**src/rtl/subtractor_bitserial_ctrl.sv**
```systemverilog
// -----------------------------------------------------------------------------
// subtractor_bitserial_ctrl
//
// Bit-serial subtract sequencer. It accepts one WIDTH-bit operand pair over a
// valid/ready handshake. It then computes A - B with a single 1-bit
// full-subtractor, one bit per cycle, LSB first. The result is returned over a
// second valid/ready handshake.
//
// Optional feature macro: SUB_SEQ_BORROW_OUT_EN
//   When defined, the Bout port exists. It carries the final borrow (A < B)
//   alongside Sub.
//
// Parameters
//   WIDTH      operand/result width in bits (>= 1)
//
// Ports
//   clk        clock, rising edge
//   rst_n      asynchronous active-low reset
//   in_valid   operand pair presented
//   in_ready   block can accept operands (IDLE only)
//   A, B       minuend / subtrahend, sampled on the input handshake
//   out_valid  Sub (and Bout) hold a completed result
//   out_ready  consumer accepts the result
//   Sub        result register; shifts visibly during RUN
//   busy       high while in RUN or DONE
//   Bout       final borrow (only with SUB_SEQ_BORROW_OUT_EN)
// -----------------------------------------------------------------------------
module subtractor_bitserial_ctrl #(
  parameter int WIDTH = 32
) (
  input  logic             clk,
  input  logic             rst_n,
  input  logic             in_valid,
  output logic             in_ready,
  input  logic [WIDTH-1:0] A,
  input  logic [WIDTH-1:0] B,
  output logic             out_valid,
  input  logic             out_ready,
  output logic [WIDTH-1:0] Sub,
  output logic             busy
`ifdef SUB_SEQ_BORROW_OUT_EN
  ,
  output logic             Bout
`endif
);

  // The counter only has to reach WIDTH-1. Keep at least one bit so that
  // WIDTH=1 still yields a legal vector.
  localparam int CW = (WIDTH > 1) ? $clog2(WIDTH) : 1;

  typedef enum logic [1:0] {
    IDLE = 2'd0,
    RUN  = 2'd1,
    DONE = 2'd2
  } state_t;

  state_t           state;
  logic [WIDTH-1:0] a_sr;
  logic [WIDTH-1:0] b_sr;
  logic [WIDTH-1:0] sub_q;
  logic             borrow;
  logic [CW-1:0]    count;

  logic             a0;
  logic             b0;
  logic             d;
  logic             borrow_next;
  logic [WIDTH-1:0] sub_next;
  logic             last_bit;

  // One full-subtractor slice operates on the current LSBs.
  always_comb begin
    // NOTE: every always_comb output gets a default first, so no path through the block can infer a latch.
    sub_next           = sub_q >> 1;
    a0                 = a_sr[0];
    b0                 = b_sr[0];
    d                  = a0 ^ b0 ^ borrow;
    borrow_next        = (~a0 & b0) | (~(a0 ^ b0) & borrow);
    // The new bit enters at the MSB, so after WIDTH shifts the LSB-first
    // results are in their correct positions. This form also holds for WIDTH=1.
    sub_next[WIDTH-1]  = d;
    last_bit           = (count == CW'(WIDTH - 1));
  end

  // NOTE: sequential state uses non-blocking assignments only, so every flop samples pre-edge values.
  always_ff @(posedge clk or negedge rst_n) begin
    if (!rst_n) begin
      state  <= IDLE;
      a_sr   <= '0;
      b_sr   <= '0;
      sub_q  <= '0;
      borrow <= 1'b0;
      count  <= '0;
    end else begin
      case (state)
        IDLE: begin
          if (in_valid) begin
            a_sr   <= A;
            b_sr   <= B;
            borrow <= 1'b0;
            count  <= '0;
            state  <= RUN;
          end
        end
        RUN: begin
          a_sr   <= a_sr >> 1;
          b_sr   <= b_sr >> 1;
          sub_q  <= sub_next;
          borrow <= borrow_next;
          count  <= count + CW'(1);
          if (last_bit) begin
            state <= DONE;
          end
        end
        DONE: begin
          // Sub and borrow stay frozen until the consumer takes the result.
          if (out_ready) begin
            state <= IDLE;
          end
        end
        default: state <= IDLE;
      endcase
    end
  end

`ifdef SUB_SEQ_BORROW_OUT_EN
  // Bout keeps its previous value during RUN. It is loaded only on the final
  // RUN cycle, so it shows the new borrow at the same moment out_valid rises.
  logic bout_q;

  always_ff @(posedge clk or negedge rst_n) begin
    if (!rst_n) begin
      bout_q <= 1'b0;
    end else if (state == RUN && last_bit) begin
      bout_q <= borrow_next;
    end
  end

  assign Bout = bout_q;
`endif

  // Handshake and status outputs are decoded from the state register only.
  assign in_ready  = (state == IDLE);
  assign out_valid = (state == DONE);
  assign busy      = (state != IDLE);
  assign Sub       = sub_q;

endmodule

```
**config.mk**
```make
export PLATFORM = sky130hd
export DESIGN_NAME = subtractor_bitserial_ctrl
export DESIGN_NICKNAME = d
export VERILOG_FILES = /design/src/rtl/subtractor_bitserial_ctrl.sv
export SDC_FILE = /design/constraint.sdc
export NUM_CORES = 1
export LEC_CHECK = 0
export ABC_AREA = 1
export CORE_ASPECT_RATIO = 1.4
export CORE_MARGIN = 2
export CORE_UTILIZATION = 50
export CTS_CLUSTER_DIAMETER = 100
export DETAILED_ROUTE_END_ITERATION = 7
export HOLD_SLACK_MARGIN = 0.05
export PLACE_DENSITY = 0.85
export SETUP_SLACK_MARGIN = 0.4
export SYNTH_ARGS = -nofsm -noshare
export SYNTH_HDL_FRONTEND = slang
export SYNTH_SLANG_ARGS = --single-unit
export TNS_END_PERCENT = 20
```
**constraint.sdc**
```tcl
create_clock -name clk -period 1.7 [get_ports clk]
set_clock_uncertainty 0.05 [all_clocks]
set_input_delay 0.425 -clock clk [delete_from_list [all_inputs] [get_ports clk]]
set_output_delay 0.425 -clock clk [all_outputs]
set_load 0.01 [all_outputs]
```
**After elaboration in Yosys (flattened, before gate mapping)**

Cells that the tools add are included.

- $add $sub $neg: 1
- Equal/unequal tests: 6
- Multiplexer cells: 12
- Bitwise operators: 7
- Reduce and logical (&&, ||, !) cells: 5

Operators with widths:

| kind | count |
|---|---|
| 32-bit case mux with 2 select lines | 2 |
| 32-bit 2-to-1 mux | 2 |
| 5-bit case mux with 2 select lines | 1 |
| 2-bit 2-to-1 mux | 3 |
| 2-bit case mux with 3 select lines | 1 |
| 5-bit by 1-bit adder with 5-bit output (second input constant) | 1 |
| 5-bit == test (second input constant) | 1 |
| 5-bit 2-to-1 mux | 1 |
| 2-bit != test (second input constant) | 2 |
| 2-bit nonzero test | 2 |
| 3-bit AND reduction | 1 |
| 1-bit bitwise AND | 2 |
| 2-bit by 1-bit == test with 1-bit output (second input constant) | 1 |
| 2-bit == test (second input constant) | 1 |
| 2-bit zero test | 1 |
| 2-bit by 1-bit != test with 1-bit output (second input constant) | 1 |
| 1-bit inverter | 2 |
| 1-bit case mux with 2 select lines | 1 |
| 2-bit AND reduction | 1 |
| 1-bit bitwise XOR | 2 |
| 1-bit 2-to-1 mux | 1 |
| 1-bit bitwise OR | 1 |

- Bits in registers: 104
- Bits of input ports: 68
- Output and inout bits: 35
- Word-level logic and storage cells: 37

**Depth between registers and ports, before layout**

Gate-level depths: netlist of run 1.

- Depth after elaboration: 5
- Gate-level depth with buffers: 7
- Mapped depth without buffers: 6

**Least setup slack after synthesis of run 1**

No wires, ideal clock.

- Path type: register to register
- Start point: register count[0]
- End point: register count[4]
- Setup time: 0.118 ns
- Arrival time: 1.073 ns
- Data required time: 1.532 ns
- Slack: 0.460 ns
- Cell stages (with the launch flop): 7
- Path buffers: 0
- Clock period less this slack: 1.240 ns
- Path through: dfrtp_1 -> ha_1 -> nand2_1 -> nor2_1 -> ha_1 -> nand2_1 -> nand2_1

- Longest elaborated chain between the ends: 2

RTL lines:

| item | line | RTL |
|---|---|---|
| start, declared | 62 | `logic [CW-1:0] count;` |
| start signal, assigned | 110 | `count <= count + CW'(1);` |
| 5-bit by 1-bit adder with 5-bit output | 110 |  |
| 5-bit case mux with 2 select lines | 95 | `case (state)` |

No other way between the ends.
A chain may end at the register's enable or synchronous reset.

**Worst setup path after layout of run 1**

- Start point: register state[0]
- End point: output busy

- Longest elaborated chain between the ends: 1

RTL lines:

| item | line | RTL |
|---|---|---|
| start, declared | 57 | `state_t state;` |
| start signal, assigned | 88 | `state <= IDLE;` |
| start signal, assigned | 102 | `state <= RUN;` |
| start signal, assigned | 112 | `state <= DONE;` |
| 2-bit nonzero test | 145 | `assign busy = (state != IDLE);` |
| end, declared | 40 | `output logic busy` |

No other way between the ends.

==> metrics.yaml, run 1 <==
io_pins: 103
leakage_nw: 3.00
avgSynthCellArea_um2: 8.66
cp_max_fo: 4
synth_fp_nets: 583
clkSinkCount: 104
cts_tree: "done"
wl_per_cell_um: 15.7
clk_pin_slew_ns: 0.07
grt_pass1_vias: 4009
wl_mm: 11.7
ant_nets: 0
tightest_slew_ns: 0.540
antenna_found_initial: 0
finalHoldViolCount: 0
dp.cells: 695
gp_congestion: 0.735
via_count: 4081
drive_gt1_share_pct: 16.7
period_needed_ns: 1.59
synth_warnings: 0
nets: 708
netlist_area_um2: 4430
max_cap_violations: 0
root_buffer: "clkbuf_16"
layout_commonest_cell: "nand2_1"
dr.first_iter.drc_count: 301
ir_drop_uv: 965
io_buffers: 102
yosys.area.top_type: "dfrtp_1"
status: "completed"
diodes: 0
arrival_ns: 1.12
synth_cells: 512
grt_pass1_wl_mm: 17.4
rows: 40
dp.final_hpwl_mm: 6.44
worst_setup_path_start_kind: "flip-flop"
post_drt_via_cell_ratio: 5.46
yosys.area.top_type_share_pct: 58.7
area_delta_synth_final_pct: 38.5
insertion_delay_ns: 0.34
clock_path_buffers: 2
ys_types: 18
p_per_area_nw_per_um2: 1510
final_cell_mix: "nand2_1, nand3_1, dfrtp_1"
worstSetupPathType: "reg -> out"
dieArea_um2: 9650
grt_usage_pct: 22.1
rsz0062_at_grt: "true"
dr.pass1.iters: 4
finalNonFillerCells: 747
initial_core_util_pct: 51.5
maxSlewViolCount: 0
cp-end-kind: "output port"
hold_class: "in -> async"
setup_viol: 0
drc_errors: 0
die_w_um: 83.6
grt_overflow: 0
grt_max_degree: 105
dpl_cell_area_um2: 5560
synth.area.top_cells: "dfrtp_1, nand3_1, nand2_1"
cts_buffers: 9
htree_levels: 3
core-area_um2: 8610
max_freq_mhz: 628
fin_area_um2: 6140
tns_ns: 0
critPathRequiredTime_ns: 1.22
maxSlewHeadroom_pct: 64.0
ys_seq_area_share_pct: 58.7
synth-seq-cells: 104
die_h_um: 115
fin_crit_sh_pct: 93.6
-- where the power goes --
part	internal (mW)	switching, mW
sequential	3.46	0.602
clock	1.02	0.852
combinational	1.55	1.76
-- metrics by stage --
stage | total power [mW] | hold WS [ns] | util [%] | setup slack (ns)
floorplan | 5.73 | 0.0794 | - | 0.460
global placement | 6.89 | 0.414 | 64.5 | 0.0718
detailed placement | 7.07 | 0.430 | 64.5 | 0.0163
CTS | 8.96 | 0.122 | 67.9 | 0.123
global route | 9.85 | 0.136 | 71.3 | 0.0912
finish | 9.25 | 0.0952 | 71.3 | 0.108
-- synth_stat cells --
library cell / instances
buf_1: 4
buf_2: 10
buf_4: 8
clkbuf_1: 13
dfrtp_1: 104
fa_1: 1
ha_1: 2
inv_1: 18
inv_2: 2
nand2_1: 173
nand2_2: 2
nand3_1: 134
nand4_1: 1
nor2_1: 5
o21ai_0: 18
o21ai_1: 15
o21bai_1: 1
o31ai_1: 1
-- cells by family after synthesis --
logic type	Yosys count	share of synthesized area, %
compound gates	35	4.06
buf+inv	55	5.62
fa+ha+maj	3	1.02
simple gates	315	30.6
flops	104	58.7
-- state kept, by name, indices dropped and copies added, names as in the netlist --
register,flops
Sub,32
a_sr,32
b_sr,32
borrow,1
count,5
state,2
-- final cells by class --
cell class,count,area (um^2)
Sequential cell,104,2600
Fill cell,634,2470
Multi-Input combinational cell,353,1650
Timing Repair Buffer,149,1410
Clock buffer,12,246
Tap cell,105,131
Inverter,20,77.6
Clock inverter,4,20.0
-- worst max-delay path: stages (launching register included) --
cell and delay, ns:
dfrtp_1 0.44, nor2_2 0.15, inv_1 0.07, buf_6 0.12
-- final timing paths --
check | from | endpoint | slack, ns | depth (start not counted)
min reg2reg | Sub[1]$_DFFE_PN0P_ | Sub[0]$_DFFE_PN0P_ | 0.44 | 2
min in group clk | Sub[1]$_DFFE_PN0P_ | Sub[0]$_DFFE_PN0P_ | 0.44 | 2
max reg2reg | state[1]$_DFFE_PN0P_ | count[2]$_DFFE_PN0P_ | 0.26 | 7
max | state[0]$_DFFE_PN0P_ | busy | 0.11 | 3
min | rst_n | a_sr[9]$_DFFE_PN0P_ | 0.1 | 2
max in group asynchronous | rst_n | a_sr[25]$_DFFE_PN0P_ | 1.10 | 2
-- per-layer routing --
metal	track usage, %	wire length, um	up-vias
li1	-	-	1924
met1	25.6	4460	1972
met2	40.4	6310	159
met3	2.64	539	26
met4	11.4	376	0
met5	0	0	-
-- timing repair --
action	4_1_cts	5_1_grt
gates resized for setup	108	46
endpoints found under the setup margin	119	136
hold buffers	0	0
pin swaps	2	3
buffers inserted	18	10
gates cloned	0	8
(Power assumes the default switching activity.)
==> run 2, diff against run 1 <==
==> constraint.sdc (replaced) <==
create_clock -name clk -period 1.7 [get_ports clk]
set_clock_uncertainty 0.05 [all_clocks]
set_input_delay 0.255 -clock clk [delete_from_list [all_inputs] [get_ports clk]]
set_output_delay 0.255 -clock clk [all_outputs]
set_load 0.01 [all_outputs]
==> metrics.yaml, run 2 (synthesized netlist as in run 1, its figures left out) <==
io_buffers: 102  # unchanged
wl_mm: 12.8  # +9.2%
die_h_um: 115  # unchanged
die_w_um: 83.6  # unchanged
cts_tree: "done"
regArea_um2: 2600  # about the same
maxSlewViolCount: 0  # unchanged
arrival_ns: 1.64  # +0.52 ns
cp-end-kind: "flip-flop"
maxSlewHeadroom_pct: 70.4  # +6.4 points
diodes: 0  # unchanged
drive_gt1_share_pct: 10.6  # -6.1 points
fin_crit_sh_pct: 86.8  # -6.9 points
tightest_slew_ns: 0.444  # -0.0965 ns
gp_congestion: 0.776  # +5.6%
period_needed_ns: 1.47  # -0.117 ns
htree_levels: 3  # unchanged
drc_errors: 0  # unchanged
critPathRequiredTime_ns: 1.87  # +0.65 ns
dr.first_iter.drc_count: 365  # +21%
status: "completed"
ant_nets: 0  # unchanged
n_fill_cell: 605  # -4.6%
worstSetupPathType: "reg -> reg"
dieArea_um2: 9650  # unchanged
final_cell_mix: "nand2_1, nand3_1, dfrtp_1"
grt_overflow: 0  # unchanged
finalHoldViolCount: 0  # unchanged
clock_path_buffers: 2  # unchanged
insertion_delay_ns: 0.34  # about the same
grt_usage_pct: 22.6  # +0.50 points
root_buffer: "clkbuf_16"
cp_max_fo: 5  # +1
rsz0062_at_grt: "true"
area_delta_synth_final_pct: 44.0
grt_max_degree: 71  # -32%
layout_commonest_cell: "nand2_1"
finish.utilization_pct: 74.2  # +2.9 points
leakage_nw: 3.02  # +0.54%
post_drt_via_cell_ratio: 5.67  # +3.7%
initial_core_util_pct: 51.5  # unchanged
dr.pass1.iters: 5  # +1
tns_ns: 0  # unchanged
dp.final_hpwl_mm: 6.52  # +1.3%
grt_pass1_wl_mm: 17.7  # +1.4%
hold_class: "in -> async"
max_freq_mhz: 678  # +7.9%
clk_pin_slew_ns: 0.06  # about the same
core-area_um2: 8610  # unchanged
power.total_mw: 9.69  # +4.8%
max_cap_violations: 0  # unchanged
cts_buffers: 9  # unchanged
antenna_found_initial: 0  # unchanged
via_count: 4182  # +2.5%
nets: 701  # -0.99%
grt_pass1_vias: 3938  # -1.8%
rows: 40  # unchanged
clkSinkCount: 104  # unchanged
multi_input_area_um2: 1640  # -0.68%
p_per_area_nw_per_um2: 1520  # +0.70%
wl_per_cell_um: 17.3  # +10%
worst_setup_path_start_kind: "flip-flop"
ir_drop_uv: 985  # +2.1%
setup_viol: 0  # unchanged
io_pins: 103  # unchanged
[run 2: cell type report]
cell class                 count  area share (%)
timing repair buffer         142            25.7
clock buffer                  14            4.29
inverter                      20            1.57
multi-input combinational    353            25.6
sequential                   104            40.8
tap                          105            2.06
[run 2: critical path, stage by stage, from the launching register on]
cell and delay, ns:
dfrtp_1 0.44, ha_1 0.22, nand2_1 0.08, nor2_1 0.13, ha_2 0.24, nand2_1 0.09
o31ai_1 0.10
[run 2: worst paths after layout]
check / start / end / slack (ns) / depth (start not counted)
setup / recovery: count[0]$_DFFE_PN0P_ / state[1]$_DFFE_PN0P_ / 0.23 / 6
hold / removal: rst_n / a_sr[9]$_DFFE_PN0P_ / 0.35 / 2
setup reg to reg: count[0]$_DFFE_PN0P_ / state[1]$_DFFE_PN0P_ / 0.23 / 6
hold reg to reg: Sub[0]$_DFFE_PN0P_ / Sub[0]$_DFFE_PN0P_ / 0.42 / 2
max in group asynchronous: rst_n / b_sr[21]$_DFFE_PN0P_ / 0.67 / 3
min in group clk: A[31] / a_sr[31]$_DFFE_PN0P_ / 0.40 / 3
[run 2: routing by layer]
| metal | vias up | share of wire, % | wire length (um) | GRT usage (%) |
|---|---|---|---|---|
| li1 | 1915 | - | - | - |
| met1 | 2046 | 37 | 4740 | 27.4 |
| met2 | 190 | 54 | 6940 | 40.2 |
| met3 | 31 | 5.2 | 670 | 2.49 |
| met4 | 0 | 3.3 | 423 | 11.5 |
| met5 | - | 0 | 0 | 0 |
[run 2: what timing repair did]
item,CTS,global route
pin swaps,2,3
gates resized for setup,84,20
hold buffers,1,0
gates cloned,2,14
setup endpoints to repair,126,122
setup buffers,10,2
hold endpoints to repair,30,0
[run 2: power by group]
group / switching (mW) / internal (mW) / total [mW]
Combinational: 1.91 / 1.78 / 3.69
Clock: 0.820 / 1.10 / 1.92
Sequential: 0.620 / 3.46 / 4.08
Total: 3.35 / 6.34 / 9.69
[run 2: through the flow]
step	worst slack, ns	std cells	area, um^2	hold WS [ns]
after floorplan	0.460	512	4430	-0.0906
after global placement	0.207	695	5570	0.171
after detailed placement	0.169	695	5570	0.176
after CTS	0.286	722	6010	0.368
after global routing	0.0963	738	6390	0.403
final	0.225	738	6390	0.354
==> run 3, diff against run 2 <==
--- a/config.mk
+++ b/config.mk
@@ -13,6 +13,7 @@
 export DETAILED_ROUTE_END_ITERATION = 7
 export HOLD_SLACK_MARGIN = 0.05
 export PLACE_DENSITY = 0.85
+export RECOVER_POWER = 100
 export SETUP_SLACK_MARGIN = 0.4
 export SYNTH_ARGS = -nofsm -noshare
 export SYNTH_HDL_FRONTEND = slang
==> metrics.yaml, run 3 (synthesized netlist as in run 1, its figures left out) <==
crit_chain: "buf_6 > clkinv_8 > nand2_4 > nor2_1 > buf_12 > clkbuf_16 > nand2_1 > nand3_1"
p_sw_mw: 3.33  # -0.62%
holdPathStages: 3
final_cell_mix: "nand2_1, nand3_1, dfrtp_1"
max_cap_violations: 0  # unchanged
drive_gt1_share_pct: 9.48  # -1.1 points
finalHoldViolCount: 0  # unchanged
leakage_nw: 2.94  # -2.5%
insertion_delay_ns: 0.34  # about the same
dpl_cell_area_um2: 5570  # unchanged
setup_viol: 0  # unchanged
maxSlewViolCount: 0  # unchanged
arrival_ns: 1.72  # +0.08 ns
critPathRequiredTime_ns: 1.92  # +0.05 ns
worstSetupPathType: "reg -> reg"
antenna_found_initial: 0  # unchanged
switching_share_pct: 34.7  # +0.17 points
rsz0062_at_grt: "true"
initial_core_util_pct: 51.5  # unchanged
critPathSlowestCell: "dfrtp_1"
dr.pass1.iters: 5  # unchanged
pwr-share-seq_pct: 42.6  # +0.4 points
tns_ns: 0  # unchanged
power_frac_comb_pct: 37.3  # -0.7 points
worstRegToRegCells: 8  # +2
slowest_delay_ns: 0.40  # -0.04 ns
die_w_um: 83.6  # unchanged
max_freq_mhz: 666  # -1.8%
p_per_area_nw_per_um2: 1520  # +0.36%
core-area_um2: 8610  # unchanged
status: "completed"
clkSinkCount: 104  # unchanged
wl_mm: 12.8  # +0.52%
grt_pass1_vias: 3938  # unchanged
clock_path_buffers: 2  # unchanged
nets: 701  # unchanged
critical-path-top-delay-family: "buffers and inverters"
rrSetupSlack_ns: 0.20  # -0.03 ns
n_fill_cell: 623  # +3.0%
cp-end-kind: "flip-flop"
root_buffer: "clkbuf_16"
cp_num_cells: 8  # +2
maxSlewHeadroom_pct: 41.1  # -29 points
dp.final_hpwl_mm: 6.52  # unchanged
gp_congestion: 0.776  # unchanged
die_h_um: 115  # unchanged
cts_buffers: 9  # unchanged
crit_buf_inv: 4  # +4
worst_setup_path_start_kind: "flip-flop"
via_count: 4160  # -0.53%
fin_crit_sh_pct: 88.3  # +1.6 points
hold_class: "in -> reg"
layout_commonest_cell: "nand2_1"
grt_pass1_wl_mm: 17.7  # unchanged
wl_per_cell_um: 17.4  # +0.52%
fin_area_um2: 6290  # -1.4%
cp_max_fo: 8  # +3
clk_pin_slew_ns: 0.06  # about the same
io_pins: 103  # unchanged
pwr-share-clk_pct: 20.1  # +0.3 points
p_int_mw: 6.25  # -1.4%
dr.first_iter.drc_count: 367  # +0.55%
finish.utilization_pct: 73.1  # -1.1 points
cts_tree: "done"
diodes: 0  # unchanged
post_drt_via_cell_ratio: 5.64  # -0.53%
grt_usage_pct: 22.6  # unchanged
dieArea_um2: 9650  # unchanged
tightest_slew_ns: 0.884  # +0.440 ns
drc_errors: 0  # unchanged
period_needed_ns: 1.50  # +0.0267 ns
rows: 40  # unchanged
ir_drop_uv: 996  # +1.1%
htree_levels: 3  # unchanged
io_buffers: 102  # unchanged
grt_max_degree: 71  # unchanged
grt_overflow: 0  # unchanged
ant_nets: 0  # unchanged
area_delta_synth_final_pct: 42.0
-- run 3: cell count changes in the layout (fill, tap and decap cells not counted), sizes merged --
cell	delta
clkdlybuf4s25	+21
buf	-6
clkdlybuf4s15	-21
clkbuf	+6
-- run 3: power groups by stage --
stage,Sequential (mW),Clock [mW],Combinational [mW]
floorplan,4.11,0,1.62
global placement,4.05,0,2.84
detailed placement,4.10,0,2.99
CTS,4.04,1.94,3.17
global route,4.20,2.04,3.91
finish,4.08,1.93,3.57
-- run 3: worst min-delay path: cells and delay by family --
family / cells / cell delay [ns]
and+or+nand+nor: 2 / 0.10
buffers and inverters: 1 / 0.40
-- run 3: worst paths after layout --
path / to / startpoint
min: a_sr[31]$_DFFE_PN0P_ / A[31]
max in group asynchronous: Sub[12]$_DFFE_PN0P_ / rst_n
min reg2reg: Sub[0]$_DFFE_PN0P_ / Sub[0]$_DFFE_PN0P_
max: a_sr[14]$_DFFE_PN0P_ / state[1]$_DFFE_PN0P_
min in group asynchronous: a_sr[9]$_DFFE_PN0P_ / rst_n
max reg2reg: a_sr[14]$_DFFE_PN0P_ / state[1]$_DFFE_PN0P_
-- run 3: repair_timing --
action / 4_1_cts / 5_1_grt
endpoints found under the hold margin: 30 / 0
pin swaps: 2 / 3
hold buffers: 1 / 0
resized for setup: 84 / 20
cloned: 2 / 14
buffers inserted: 10 / 2
endpoints found under the setup margin: 126 / 122
-- run 3: area by class of cell --
class,instances,area (um^2),area share (%)
timing repair buffer,142,1560,24.8
multi-input combinational,353,1630,25.8
clock buffer,14,274,4.35
sequential,104,2600,41.4
inverter,20,100,1.59
tap,105,131,2.09
-- run 3: routing by layer --
layer  part of all wire, %  global-route usage, %  vias to the layer above
li1                      -                      -                     1910
met1                    37                   27.4                     2023
met2                    54                   40.2                      193
met3                   5.7                   2.49                       34
met4                   3.2                   11.5                        0
met5                     0                      0                        -
-- run 3: per-stage QoR --
| step | setup slack (ns) | hold WS, ns | power [mW] | std cells |
|---|---|---|---|---|
| after floorplan | 0.460 | -0.0906 | 5.73 | 512 |
| after global placement | 0.207 | 0.171 | 6.90 | 695 |
| after detailed placement | 0.169 | 0.176 | 7.09 | 695 |
| after CTS | 0.286 | 0.368 | 9.16 | 722 |
| after global routing | 0.0963 | 0.420 | 10.1 | 738 |
| final | 0.198 | 0.405 | 9.58 | 738 |
